File: src/rtl/idm_arbiter_if.sv
// Shared instruction/data memory port bundle: fetch and data requesters on one
// side, the arbiter and the single-ported idm on the other.
interface idm_arbiter_if;
  logic        f_req;
  logic [7:0]  f_adr;
  logic        d_req;
  logic        d_we;
  logic [7:0]  d_adr;
  logic [7:0]  d_wd;
  logic        f_gnt;
  logic        d_gnt;
  logic        f_valid;
  logic        d_valid;
  logic [13:0] f_rdata;
  logic [13:0] d_rdata;
  logic        memWrite;
  logic [7:0]  adr;
  logic [7:0]  WD;
  logic [13:0] RD;
  logic        busy;
  logic [7:0]  fetch_cnt;

  modport slave (
    input  f_req, f_adr, d_req, d_we, d_adr, d_wd, RD,
    output f_gnt, d_gnt, f_valid, d_valid, f_rdata, d_rdata,
           memWrite, adr, WD, busy, fetch_cnt
  );

  modport master (
    output f_req, f_adr, d_req, d_we, d_adr, d_wd, RD,
    input  f_gnt, d_gnt, f_valid, d_valid, f_rdata, d_rdata,
           memWrite, adr, WD, busy, fetch_cnt
  );
endinterface

File: src/rtl/idm_arbiter.sv
// Round-robin arbiter giving instruction fetch and data accesses turns on one
// shared idm port; one access per two cycles, read data captured on exit.
//
// state | meaning
// IDLE  | sample requests, latch winner's operands
// ACC_F | fetch owns the idm for one cycle (f_gnt high)
// ACC_D | data owns the idm for one cycle (d_gnt high, write if latched we)
module idm_arbiter (
  input  logic         clk,
  input  logic         reset,
  idm_arbiter_if.slave bus
);

  typedef enum logic [1:0] {
    IDLE  = 2'd0,
    ACC_F = 2'd1,
    ACC_D = 2'd2
  } state_t;

  state_t      state_q, state_d;
  logic [7:0]  adr_q, adr_d;
  logic [7:0]  wd_q, wd_d;
  logic        we_q, we_d;
  logic        last_data_q, last_data_d;
  logic        f_valid_q, f_valid_d;
  logic        d_valid_q, d_valid_d;
  logic [13:0] f_rdata_q, f_rdata_d;
  logic [13:0] d_rdata_q, d_rdata_d;
  logic [7:0]  fetch_cnt_q, fetch_cnt_d;

  always_ff @(posedge clk or posedge reset) begin
    if (reset) begin
      state_q     <= IDLE;
      adr_q       <= 8'h00;
      wd_q        <= 8'h00;
      we_q        <= 1'b0;
      last_data_q <= 1'b1;
      f_valid_q   <= 1'b0;
      d_valid_q   <= 1'b0;
      f_rdata_q   <= 14'h0000;
      d_rdata_q   <= 14'h0000;
      fetch_cnt_q <= 8'h00;
    end else begin
      state_q     <= state_d;
      adr_q       <= adr_d;
      wd_q        <= wd_d;
      we_q        <= we_d;
      last_data_q <= last_data_d;
      f_valid_q   <= f_valid_d;
      d_valid_q   <= d_valid_d;
      f_rdata_q   <= f_rdata_d;
      d_rdata_q   <= d_rdata_d;
      fetch_cnt_q <= fetch_cnt_d;
    end
  end

  always_comb begin
    state_d     = state_q;
    adr_d       = adr_q;
    wd_d        = wd_q;
    we_d        = we_q;
    last_data_d = last_data_q;
    f_valid_d   = 1'b0;
    d_valid_d   = 1'b0;
    f_rdata_d   = f_rdata_q;
    d_rdata_d   = d_rdata_q;
    fetch_cnt_d = fetch_cnt_q;
    case (state_q)
      IDLE: begin
        // On a tie, fetch wins only if data owned the port last.
        if (bus.f_req && (!bus.d_req || last_data_q)) begin
          state_d     = ACC_F;
          adr_d       = bus.f_adr;
          we_d        = 1'b0;
          last_data_d = 1'b0;
        end else if (bus.d_req) begin
          state_d     = ACC_D;
          adr_d       = bus.d_adr;
          we_d        = bus.d_we;
          wd_d        = bus.d_wd;
          last_data_d = 1'b1;
        end
      end
      ACC_F: begin
        state_d     = IDLE;
        f_valid_d   = 1'b1;
        f_rdata_d   = bus.RD;
        fetch_cnt_d = fetch_cnt_q + 8'd1;
      end
      ACC_D: begin
        // RD is sampled on the same edge the idm writes, so writes return old data.
        state_d   = IDLE;
        d_valid_d = 1'b1;
        d_rdata_d = bus.RD;
      end
      default: state_d = IDLE;
    endcase
  end

  assign bus.f_gnt     = (state_q == ACC_F);
  assign bus.d_gnt     = (state_q == ACC_D);
  assign bus.memWrite  = (state_q == ACC_D) && we_q;
  assign bus.adr       = adr_q;
  assign bus.WD        = wd_q;
  assign bus.busy      = (state_q != IDLE);
  assign bus.f_valid   = f_valid_q;
  assign bus.d_valid   = d_valid_q;
  assign bus.f_rdata   = f_rdata_q;
  assign bus.d_rdata   = d_rdata_q;
  assign bus.fetch_cnt = fetch_cnt_q;

endmodule

File: src/flat_wrapper.sv
// flat-port wrapper written by rule: the top's interface ports become plain ports
module idm_arbiter_flat 
  (clk, reset, bus_f_req, bus_f_adr, bus_d_req, bus_d_we, bus_d_adr, bus_d_wd, bus_RD, bus_f_gnt, bus_d_gnt, bus_f_valid, bus_d_valid, bus_f_rdata, bus_d_rdata, bus_memWrite, bus_adr, bus_WD, bus_busy, bus_fetch_cnt);
  idm_arbiter_if bus_i ();
  input  logic clk;
  input  logic reset;
  input wire logic [$bits(bus_i.f_req)-1:0] bus_f_req;
  input wire logic [$bits(bus_i.f_adr)-1:0] bus_f_adr;
  input wire logic [$bits(bus_i.d_req)-1:0] bus_d_req;
  input wire logic [$bits(bus_i.d_we)-1:0] bus_d_we;
  input wire logic [$bits(bus_i.d_adr)-1:0] bus_d_adr;
  input wire logic [$bits(bus_i.d_wd)-1:0] bus_d_wd;
  input wire logic [$bits(bus_i.RD)-1:0] bus_RD;
  output wire logic [$bits(bus_i.f_gnt)-1:0] bus_f_gnt;
  output wire logic [$bits(bus_i.d_gnt)-1:0] bus_d_gnt;
  output wire logic [$bits(bus_i.f_valid)-1:0] bus_f_valid;
  output wire logic [$bits(bus_i.d_valid)-1:0] bus_d_valid;
  output wire logic [$bits(bus_i.f_rdata)-1:0] bus_f_rdata;
  output wire logic [$bits(bus_i.d_rdata)-1:0] bus_d_rdata;
  output wire logic [$bits(bus_i.memWrite)-1:0] bus_memWrite;
  output wire logic [$bits(bus_i.adr)-1:0] bus_adr;
  output wire logic [$bits(bus_i.WD)-1:0] bus_WD;
  output wire logic [$bits(bus_i.busy)-1:0] bus_busy;
  output wire logic [$bits(bus_i.fetch_cnt)-1:0] bus_fetch_cnt;
  assign bus_i.f_req = bus_f_req;
  assign bus_i.f_adr = bus_f_adr;
  assign bus_i.d_req = bus_d_req;
  assign bus_i.d_we = bus_d_we;
  assign bus_i.d_adr = bus_d_adr;
  assign bus_i.d_wd = bus_d_wd;
  assign bus_i.RD = bus_RD;
  assign bus_f_gnt = bus_i.f_gnt;
  assign bus_d_gnt = bus_i.d_gnt;
  assign bus_f_valid = bus_i.f_valid;
  assign bus_d_valid = bus_i.d_valid;
  assign bus_f_rdata = bus_i.f_rdata;
  assign bus_d_rdata = bus_i.d_rdata;
  assign bus_memWrite = bus_i.memWrite;
  assign bus_adr = bus_i.adr;
  assign bus_WD = bus_i.WD;
  assign bus_busy = bus_i.busy;
  assign bus_fetch_cnt = bus_i.fetch_cnt;
  idm_arbiter u_core (.clk(clk), .reset(reset), .bus(bus_i));
endmodule
File: config.mk
export PLATFORM = sky130hd
export DESIGN_NAME = idm_arbiter_flat
export DESIGN_NICKNAME = d
export VERILOG_FILES = /design/src/rtl/idm_arbiter_if.sv /design/src/rtl/idm_arbiter.sv /design/src/flat_wrapper.sv
export SDC_FILE = /design/constraint.sdc
export NUM_CORES = 1
export LEC_CHECK = 0
export ABC_AREA = 1
export BUFFER_PORTS_ARGS = -buffer_cell sky130_fd_sc_hd__buf_4
export CAP_MARGIN = 10
export CORE_MARGIN = 2
export CORE_UTILIZATION = 51
export CTS_BUF_LIST = sky130_fd_sc_hd__clkbuf_4 sky130_fd_sc_hd__clkbuf_8 sky130_fd_sc_hd__clkbuf_16
export CTS_CLUSTER_SIZE = 12
export DETAILED_ROUTE_END_ITERATION = 10
export PLACE_DENSITY = 0.82
export SLEW_MARGIN = 20
export SYNTH_ARGS = -nofsm -noshare
export SYNTH_HDL_FRONTEND = slang
export SYNTH_SLANG_ARGS = --single-unit
File: constraint.sdc
create_clock -name clk -period 2.75 [get_ports clk]
set_input_delay 0.275 -clock clk [delete_from_list [all_inputs] [get_ports clk]]
set_output_delay 0.275 -clock clk [all_outputs]
set_load 0.05 [all_outputs]
Word-level counts from Yosys, hierarchy flattened --
Index checks and enable logic that the tools add are counted.
Storage, ports and cells: register bits 58, input port bits 43, output and inout port bits 58, word-level logic and storage cells 35
Cells by class: add/sub/neg operators 1, equal/unequal tests 3, multiplexer cells 11, bitwise operators 1, reduce and logical (&&, ||, !) cells 9
Operators with widths (number):
- $mux 8 | 2
- $add 8x1->8 const B | 1
- $mux 1 | 6
- $mux 2 | 3
- $reduce_bool 2->1 | 2
- $ne 3x2->1 const B | 1
- $reduce_and 3->1 | 1
- $eq 2x1->1 const B | 1
- $eq 2x2->1 const B | 1
- $logic_and 1x1->1 | 2
- $logic_not 2->1 | 1
- $reduce_and 2->1 | 1
- $logic_not 1->1 | 1
- $logic_or 1x1->1 | 1
- $not 1->1 | 1

Logic depth before layout (Yosys ltp) --
Gate-level depths: netlist of the first run.
word-level depth 5, mapped depth 7, gate-level depth less buffers 7

Worst setup path before layout of the first run --
OpenSTA, ideal clock, no wires.
path kind register to output, start reg u_core.state_q[0], end out bus_memWrite, data arrival time 1870 ps, data required time 2475 ps, setup slack 605 ps, stages on the path, launching flop included 5, path buffers 1, cells stage by stage dfrtp_1 > nor2_2 > inv_1 > clkbuf_2 > nor2_1
Between the ends: word-level cells in the longest chain between the ends 2
Ends and longest elaborated chain:
- from (decl) | RTL line idm_arbiter.sv:20 | state_t state_q, state_d;
- from (signal assigned) | RTL line idm_arbiter.sv:44 | state_q <= state_d;
- $eq 2x2->1
- net bus_d_gnt | RTL line flat_wrapper.sv:15 | output wire logic [$bits(bus_i.d_gnt)-1:0] bus_d_gnt;
- $logic_and 1x1->1 | RTL line idm_arbiter.sv:102 | assign bus.memWrite = (state_q == ACC_D) && we_q;
- to (decl) | RTL line flat_wrapper.sv:20 | output wire logic [$bits(bus_i.memWrite)-1:0] bus_memWrite;
The timed path passes the listed nets, and every way through them passes these cells.

Worst setup path after layout of the first run --
start reg u_core.state_q[0], end out bus_memWrite
Between the ends: word-level cells in the longest chain between the ends 2
Ends and longest elaborated chain (RTL line):
- $eq 2x2->1 | idm_arbiter.sv:102
- $logic_and 1x1->1 | idm_arbiter.sv:102
No other way between the ends.

==> results of run 1 <==
==> stage by stage <==
step / hold WS, ps / util (%) / setup slack, ps
global placement: 371.0 / 68.99 / 1334
floorplan: 384.6 / - / 604.6
detailed placement: 378.4 / 68.99 / 1286
finish: 7.404 / 72.77 / 951.7
CTS: 24.04 / 72.77 / 918.0
global route: 54.65 / 72.77 / 824.2
==> power groups by stage <==
stage,clock network (uW),registers [uW],logic (uW)
6_report,688,1440,2380
5_1_grt,743,1480,2520
4_1_cts,704,1440,2400
3_5_place_dp,0,1450,2400
3_3_place_gp,0,1450,2360
2_1_floorplan,0,2600,503
==> layout make-up <==
type,instances,area (um2)
Inverter,33,136.4
Sequential cell,58,1453
Multi-Input combinational cell,173,799.5
Clock inverter,2,12.51
Fill cell,382,1277
Clock buffer,12,165.2
Timing Repair Buffer,104,780.7
Tap cell,54,67.56
==> critical path: cells and delay by family, from the launching register on <==
kind          cells  cell delay (ps)
buf+inv           3              480
flops             1              430
simple gates      2              280
==> registers in the layout, summed over array words and instances (netlist names), 2 cells and up <==
name                  cells
u_core.bus.d_rdata       14
u_core.bus.f_rdata       14
u_core.bus.WD             8
u_core.bus.adr            8
u_core.bus.fetch_cnt      8
u_core.state_q            2
==> cell families (layout without fill, tap and decap cells) <==
kind of cell               after synthesis  count (layout)
DFF                                     58              58
adders and majority gates                1               1
AOI/OAI and AO/OA                       30              30
xor gates and xnor gates                 4               4
and+or+nand+nor                        138             138
buffers and inverters                   41             151
==> worst paths after layout <==
path                                   startpoint                      end  slack, ps  depth (start not counted)
worst max-delay path            u_core.state_q[0]             bus_memWrite        950                          5
worst min-delay path                        reset  u_core.bus.fetch_cnt[6]          7                          2
worst max register to register  u_core.state_q[0]              u_core.we_q       1370                          7
worst min register to register   u_core.bus.WD[3]         u_core.bus.WD[3]        480                          2
max in group asynchronous                   reset       u_core.last_data_q       2080                          3
min in group clk                      bus_d_wd[0]         u_core.bus.WD[0]        150                          3
==> metal layers <==
metal  part of all wire, %  GRT usage (%)  vias up
li1                      -              -     1052
met1                    44          25.23      931
met2                    46          30.63       81
met3                   8.8          5.487        4
met4                   1.0          10.30        0
met5                     0              0        -
==> layout by cell type, fill, tap and decap left out, types with 2 or more instances in the layout <==
cell type  instances
clkbuf_8          12
o21ai_1            2
xor2_1             3
o21ai_2            5
nand2_4            3
nor3_1             2
nor2_1             7
nor2_2             2
inv_2              2
buf_4            104
nand2_1          108
nand3_1           13
dfrtp_1           57
inv_1             30
nand2_2            2
o21ai_0           22
==> impl_results.md, run 1 <==
- Status: complete, no violations
- Worst skew pair latency: around 320 ps
- Fraction of layout cells with a size suffix above 1: 35.34%
- Initial antenna violation count: 0
- Antenna cells: 0
- Critical Path RT: 2480 ps
- Fin nets: 423
- Power Total: 4507 uW
- Net load switching power: 2236 uW
- Type of the worst min-delay path: input port to asynchronous set/reset pin
- P_int: 2271 uW
- Post-synth top area cell: dfrtp_1
- Unrepaired setup endpoints after global routing: no
- Via Count: slightly above 2000
- Largest net degree at the start of global routing: 33
- Wire per inst: around 11 um
- Final routed DRC violation total: 0
- Max FO, Critical Path: 29
- Maxcap violations: 0
- Post-CTS Resized: 0
- CTS buffer count: 9
- GR Overflow Total: 0
- P&R area growth vs syn: 39.16%
- Count leader, synth: nand2_1
- Minimum clock period: around 1800 ps
- Synthesized area: roughly 0.0025 mm2
- Seq/Total Area, Yosys: roughly three fifths
- Design area: 0.003415 mm2
- Largest family of logic cells by synthesized area: simple AND/OR/NAND/NOR gates
- Vias in the first global route: ~1900
- Clock Skew: 6.188 ps
- Mapped Avg Cell Area: between 9 and 10 um2
- Combinational Power Share: between 50% and 60%
- Pins Over Slew Limit: 0
- Startpoint Class: flip-flop
- Syn nets: between 300 and 400
- Worst setup EP type: output pin
- Mux contribution to synthesized area: 0%
- IO Pins: 101
- Final period util: 65.39%
- Fraction of registers with async set/reset: 100.0%
- Finished Layout Cells: between 400 and 500
- DR pass1 iterations: 4
- Clock share of power: roughly 15%
- Count of cell types in the netlist: 23
- First-pass GRT wire length: 8093 um
- Synth Area in Simple Gates: 23.30%
- CP peak stage delay: 430 ps
- Setup TNS: 0 ps
- CP max stage cell: dfrtp_1
- Cell count after synthesis: around 270
- Die width: 73.36 um
- Crit Path Class: flip-flop to output pin
- Hold buffers post-CTS: 0
- Placed instance area: 0.003237 mm2
- EDFF count, synth: 0
- Switching share of total power: 49.61%
- Iteration-0 DRC Markers: 126
- Rel. slew slack: a little over three fifths
- Worst-path clk slew: 60 ps
- Sequential share of power: 31.9%
- Clock root buffer: clkbuf_8
- Slew @ Worst Pin: 555.6 ps
- Core Region: between 0.004 and 0.005 mm2
- Complex-gate fraction of the synthesized area: 7.343%
- Hold Vio Cnt, Final: 0
- Static Leak: 0.001942 uW
- Total number of yosys warnings: 0
- Antenna-violating nets left: 0
- Power per cell area: ~1300 mW/mm2
- Port buffer count: 100
- Setup violations, final: 0
- Worst path arrival time: 1520 ps
- Row count: 25
- # Post-CTS Setup Buffers: 0
- Clk sinks: between 50 and 60
- CTS tree: done
- Via density: 4.743
- Top cells by area, synth: dfrtp_1, nand2_1, inv_1, o21ai_0, nand3_1
- Die area: 0.005382 mm2
- Die Y: 73.36 um
- Main synth FF type: dfrtp_1
- Initial core utilization: 52.29%
- Post-Synth Adder-Cell Area: 0.5099%
- CTS Buffer Depth: 2
- Synth Area in XOR/XNOR: around 1.4%
- Max Clk Rate: 0.5561 GHz
- Yosys reg bits: 58
- Total GRT Usage: 19.71%
- Most used cell along the critical path: buf_4
- DP Cell Count: around 420
- WL final: ~5000 um
- Htree depth: 3
- Worst VDD drop: around 0.66 mV
- DPL Wire Length: 3756 um
- Crit path cell chain: nor2_2 -> inv_1 -> buf_4 -> nor2_1 -> buf_4
- GPL Wtd Cong: 0.7617
- Synth top area share: 58.13%
- Top post-synthesis cells by count: nand2_1, dfrtp_1, inv_1
No activity file was read; power rests on OpenSTA's default activity.
==> run 2, diff against run 1 <==
--- a/config.mk
+++ b/config.mk
@@ -9,11 +9,11 @@
 export BUFFER_PORTS_ARGS = -buffer_cell sky130_fd_sc_hd__buf_4
 export CAP_MARGIN = 10
 export CORE_MARGIN = 2
-export CORE_UTILIZATION = 51
+export CORE_UTILIZATION = 48
 export CTS_BUF_LIST = sky130_fd_sc_hd__clkbuf_4 sky130_fd_sc_hd__clkbuf_8 sky130_fd_sc_hd__clkbuf_16
 export CTS_CLUSTER_SIZE = 12
 export DETAILED_ROUTE_END_ITERATION = 10
-export PLACE_DENSITY = 0.82
+export PLACE_DENSITY = 0.78
 export SLEW_MARGIN = 20
 export SYNTH_ARGS = -nofsm -noshare
 export SYNTH_HDL_FRONTEND = slang
==> constraint.sdc (replaced) <==
create_clock -name clk -period 1.75 [get_ports clk]
set_input_delay 0.175 -clock clk [delete_from_list [all_inputs] [get_ports clk]]
set_output_delay 0.175 -clock clk [all_outputs]
set_load 0.05 [all_outputs]
==> run 2 against run 1 <==
  * Total power grew 57%
  * Sequential cell count is the same
  * Wire length grew 4.4%
  * Worst hold slack gained 46 ps
  * Utilization shrank 3.7 points
  * Setup slack lost 760 ps
  * Clock-buffer cell count grew 1
  * Die area grew 5.9%
  * Largest power group unchanged
  * Via count grew 0.19%
  * Register-to-register slack lost 1100 ps
  * Global-route usage shrank 0.25 points
  * Sequential share of layout area shrank 0.57 points
==> impl_results.md, run 2 (same netlist as run 1, synthesis figures left out) <==
- Htree depth: 3 (unchanged)
- CP max stage cell: dfrtp_1
- Setup TNS: 0 ps (unchanged)
- Fraction of layout cells with a size suffix above 1: 35.51% (+0.17 points)
- Most used cell along the critical path: inv_1
- R2R depth: 7 (unchanged)
- CTS tree: done
- Die area: 0.005700 mm2 (+5.9%)
- Clock Skew: 3.875 ps (-2.313 ps)
- Wire per inst: 11.54 um (+0.48%)
- Hold Vio Cnt, Final: 0 (unchanged)
- Initial antenna violation count: 0 (unchanged)
- Max FO, Critical Path: 6 (-79%)
- GPL Wtd Cong: 0.7807 (+2.5%)
- Pins Over Slew Limit: 0 (unchanged)
- Final core occ: 69.08% (-3.7 points)
- Antenna-violating nets left: 0 (unchanged)
- CTS buffer count: 9 (unchanged)
- Clock root buffer: clkbuf_8
- WL final: 5228 um (+4.4%)
- CTS Buffer Depth: 2 (unchanged)
- Most common cell after layout, fill and taps aside: nand2_1
- P&R area growth vs syn: 41.05%
- Worst setup EP type: output pin
- # Post-CTS Setup Buffers: 0 (unchanged)
- IO Pins: 101 (unchanged)
- Power per cell area: 2044 mW/mm2 (+55%)
- GR Overflow Total: 0 (unchanged)
- Hold_ws: 53.01 ps (+45.61 ps)
- Iteration-0 DRC Markers: 104 (-17%)
- Rel. slew slack: 61.97% (-0.93 points)
- Worst r2r src: u_core.state_q[0]
- Vias in the first global route: 1964 (+5.1%)
- Port buffer count: 100 (unchanged)
- Minimum clock period: 1561 ps
- Via Count: 2072 (+0.19%)
- Final period util: 89.23%
- Worst path arrival time: 1390 ps (-130 ps)
- Clk sinks: 58 (unchanged)
- Max Clk Rate: 0.6404 GHz
- Static Leak: 0.001954 uW (+0.57%)
- Row count: 26 (+4.0%)
- Placed instance area: 0.003284 mm2 (+1.5%)
- Largest net degree at the start of global routing: 33 (unchanged)
- First-pass GRT wire length: 8273 um (+2.2%)
- Reg2reg end: u_core.bus.WD[3]
- Worst VDD drop: 0.8565 mV (+30%)
- Hold worst-path end: u_core.bus.WD[0]
- Antenna cells: 0 (unchanged)
- Final routed DRC violation total: 0 (unchanged)
- Initial core utilization: 48.98% (-3.3 points)
- CP peak stage delay: 390 ps (-40 ps)
- Hold Path Cell Cnt: 3
- Crit path cell chain: inv_1 -> nand2_1 -> inv_1 -> buf_4
- Fin nets: 425 (+0.47%)
- Maxcap violations: 0 (unchanged)
- Worst-path clk slew: 60 ps (about the same)
- Post-CTS Resized: 0 (unchanged)
- Die width: 75.50 um (+2.9%)
- Via density: 4.574 (-3.6%)
- Type of the worst min-delay path: input port to flip-flop
- Core Region: 0.005010 mm2 (+6.8%)
- Critical Path RT: 1570 ps (-910 ps)
- Design area: 0.003461 mm2 (+1.4%)
- Startpoint Class: flip-flop
- Unrepaired setup endpoints after global routing: no
- DR pass1 iterations: 4 (unchanged)
- Total GRT Usage: 19.47% (-0.25 points)
- Crit Path Class: flip-flop to output pin
- DPL Wire Length: 3974 um (+5.8%)
- Status: complete, no violations
- Most frequent cells in the layout: nand2_1, buf_4, dfrtp_1
- Hold buffers post-CTS: 1 (+1)
- Hold Startpoint: bus_d_wd[0]
- Slew @ Worst Pin: 569.6 ps (+13.98 ps)
- Die Y: 75.50 um (+2.9%)
- Setup violations, final: 0 (unchanged)
- R2R Setup Slk: 320 ps (-1050 ps)
- Worst skew pair latency: 320 ps (about the same)
-- run 2: cell types whose count changed in the layout (fill, tap and decap cells not counted) --
cell and change:
clkinv_2 -1, clkinvlp_4 -1, dlygate4sd3_1 +1, clkbuf_4 +2, buf_12 +1, clkbuf_8 -1
nor2_1 -1, nor2_4 +1
-- run 2: per-layer routing --
metal	global-route usage [%]	wire (um)	vias up
li1	-	-	1048
met1	22.13	2150	936
met2	32.75	2596	83
met3	6.085	420	5
met4	10.53	61	0
met5	0	0	-
-- run 2: worst max path at each step --
stage | slack, ps | end | startpoint
after floorplan | 120 | bus_memWrite | u_core.state_q[0]
after global placement | 420 | u_core.we_q | u_core.state_q[0]
after detailed placement | 330 | u_core.bus.WD[3] | u_core.state_q[0]
after CTS | 160 | bus_f_gnt | u_core.state_q[1]
after global routing | 90 | bus_f_gnt | u_core.state_q[1]
final | 190 | bus_f_gnt | u_core.state_q[1]
-- run 2: layout make-up --
class,instances,area (um2)
clock buffers,13,166.4
fillers,461,1549
inverters,33,136.4
multi-input cells,173,807.0
flip-flops and latches,58,1453
well taps,70,87.58
repair buffers,106,810.8
-- run 2: report_power, final --
group	internal [uW]	leakage, uW	switching, uW	total (uW)
combinational	1080	0.00114	2700	3780
sequential	1900	0.000726	360	2260
clock	599	0.0000883	444	1040
-- run 2: worst max-delay path: cells and delay by family, from the launching register on --
kind          cells  cell delay (ps)
buf+inv           3              510
flops             1              390
simple gates      1              170
-- run 2: through the flow --
| step | std cells | power [uW] | worst slack [ps] |
|---|---|---|---|
| CTS | 453 | 7138 | 163.8 |
| global placement | 439 | 6007 | 424.3 |
| detailed placement | 439 | 6077 | 325.8 |
| floorplan | 272 | 4874 | 116.7 |
| global route | 453 | 7477 | 90.77 |
| finish | 453 | 7073 | 188.6 |
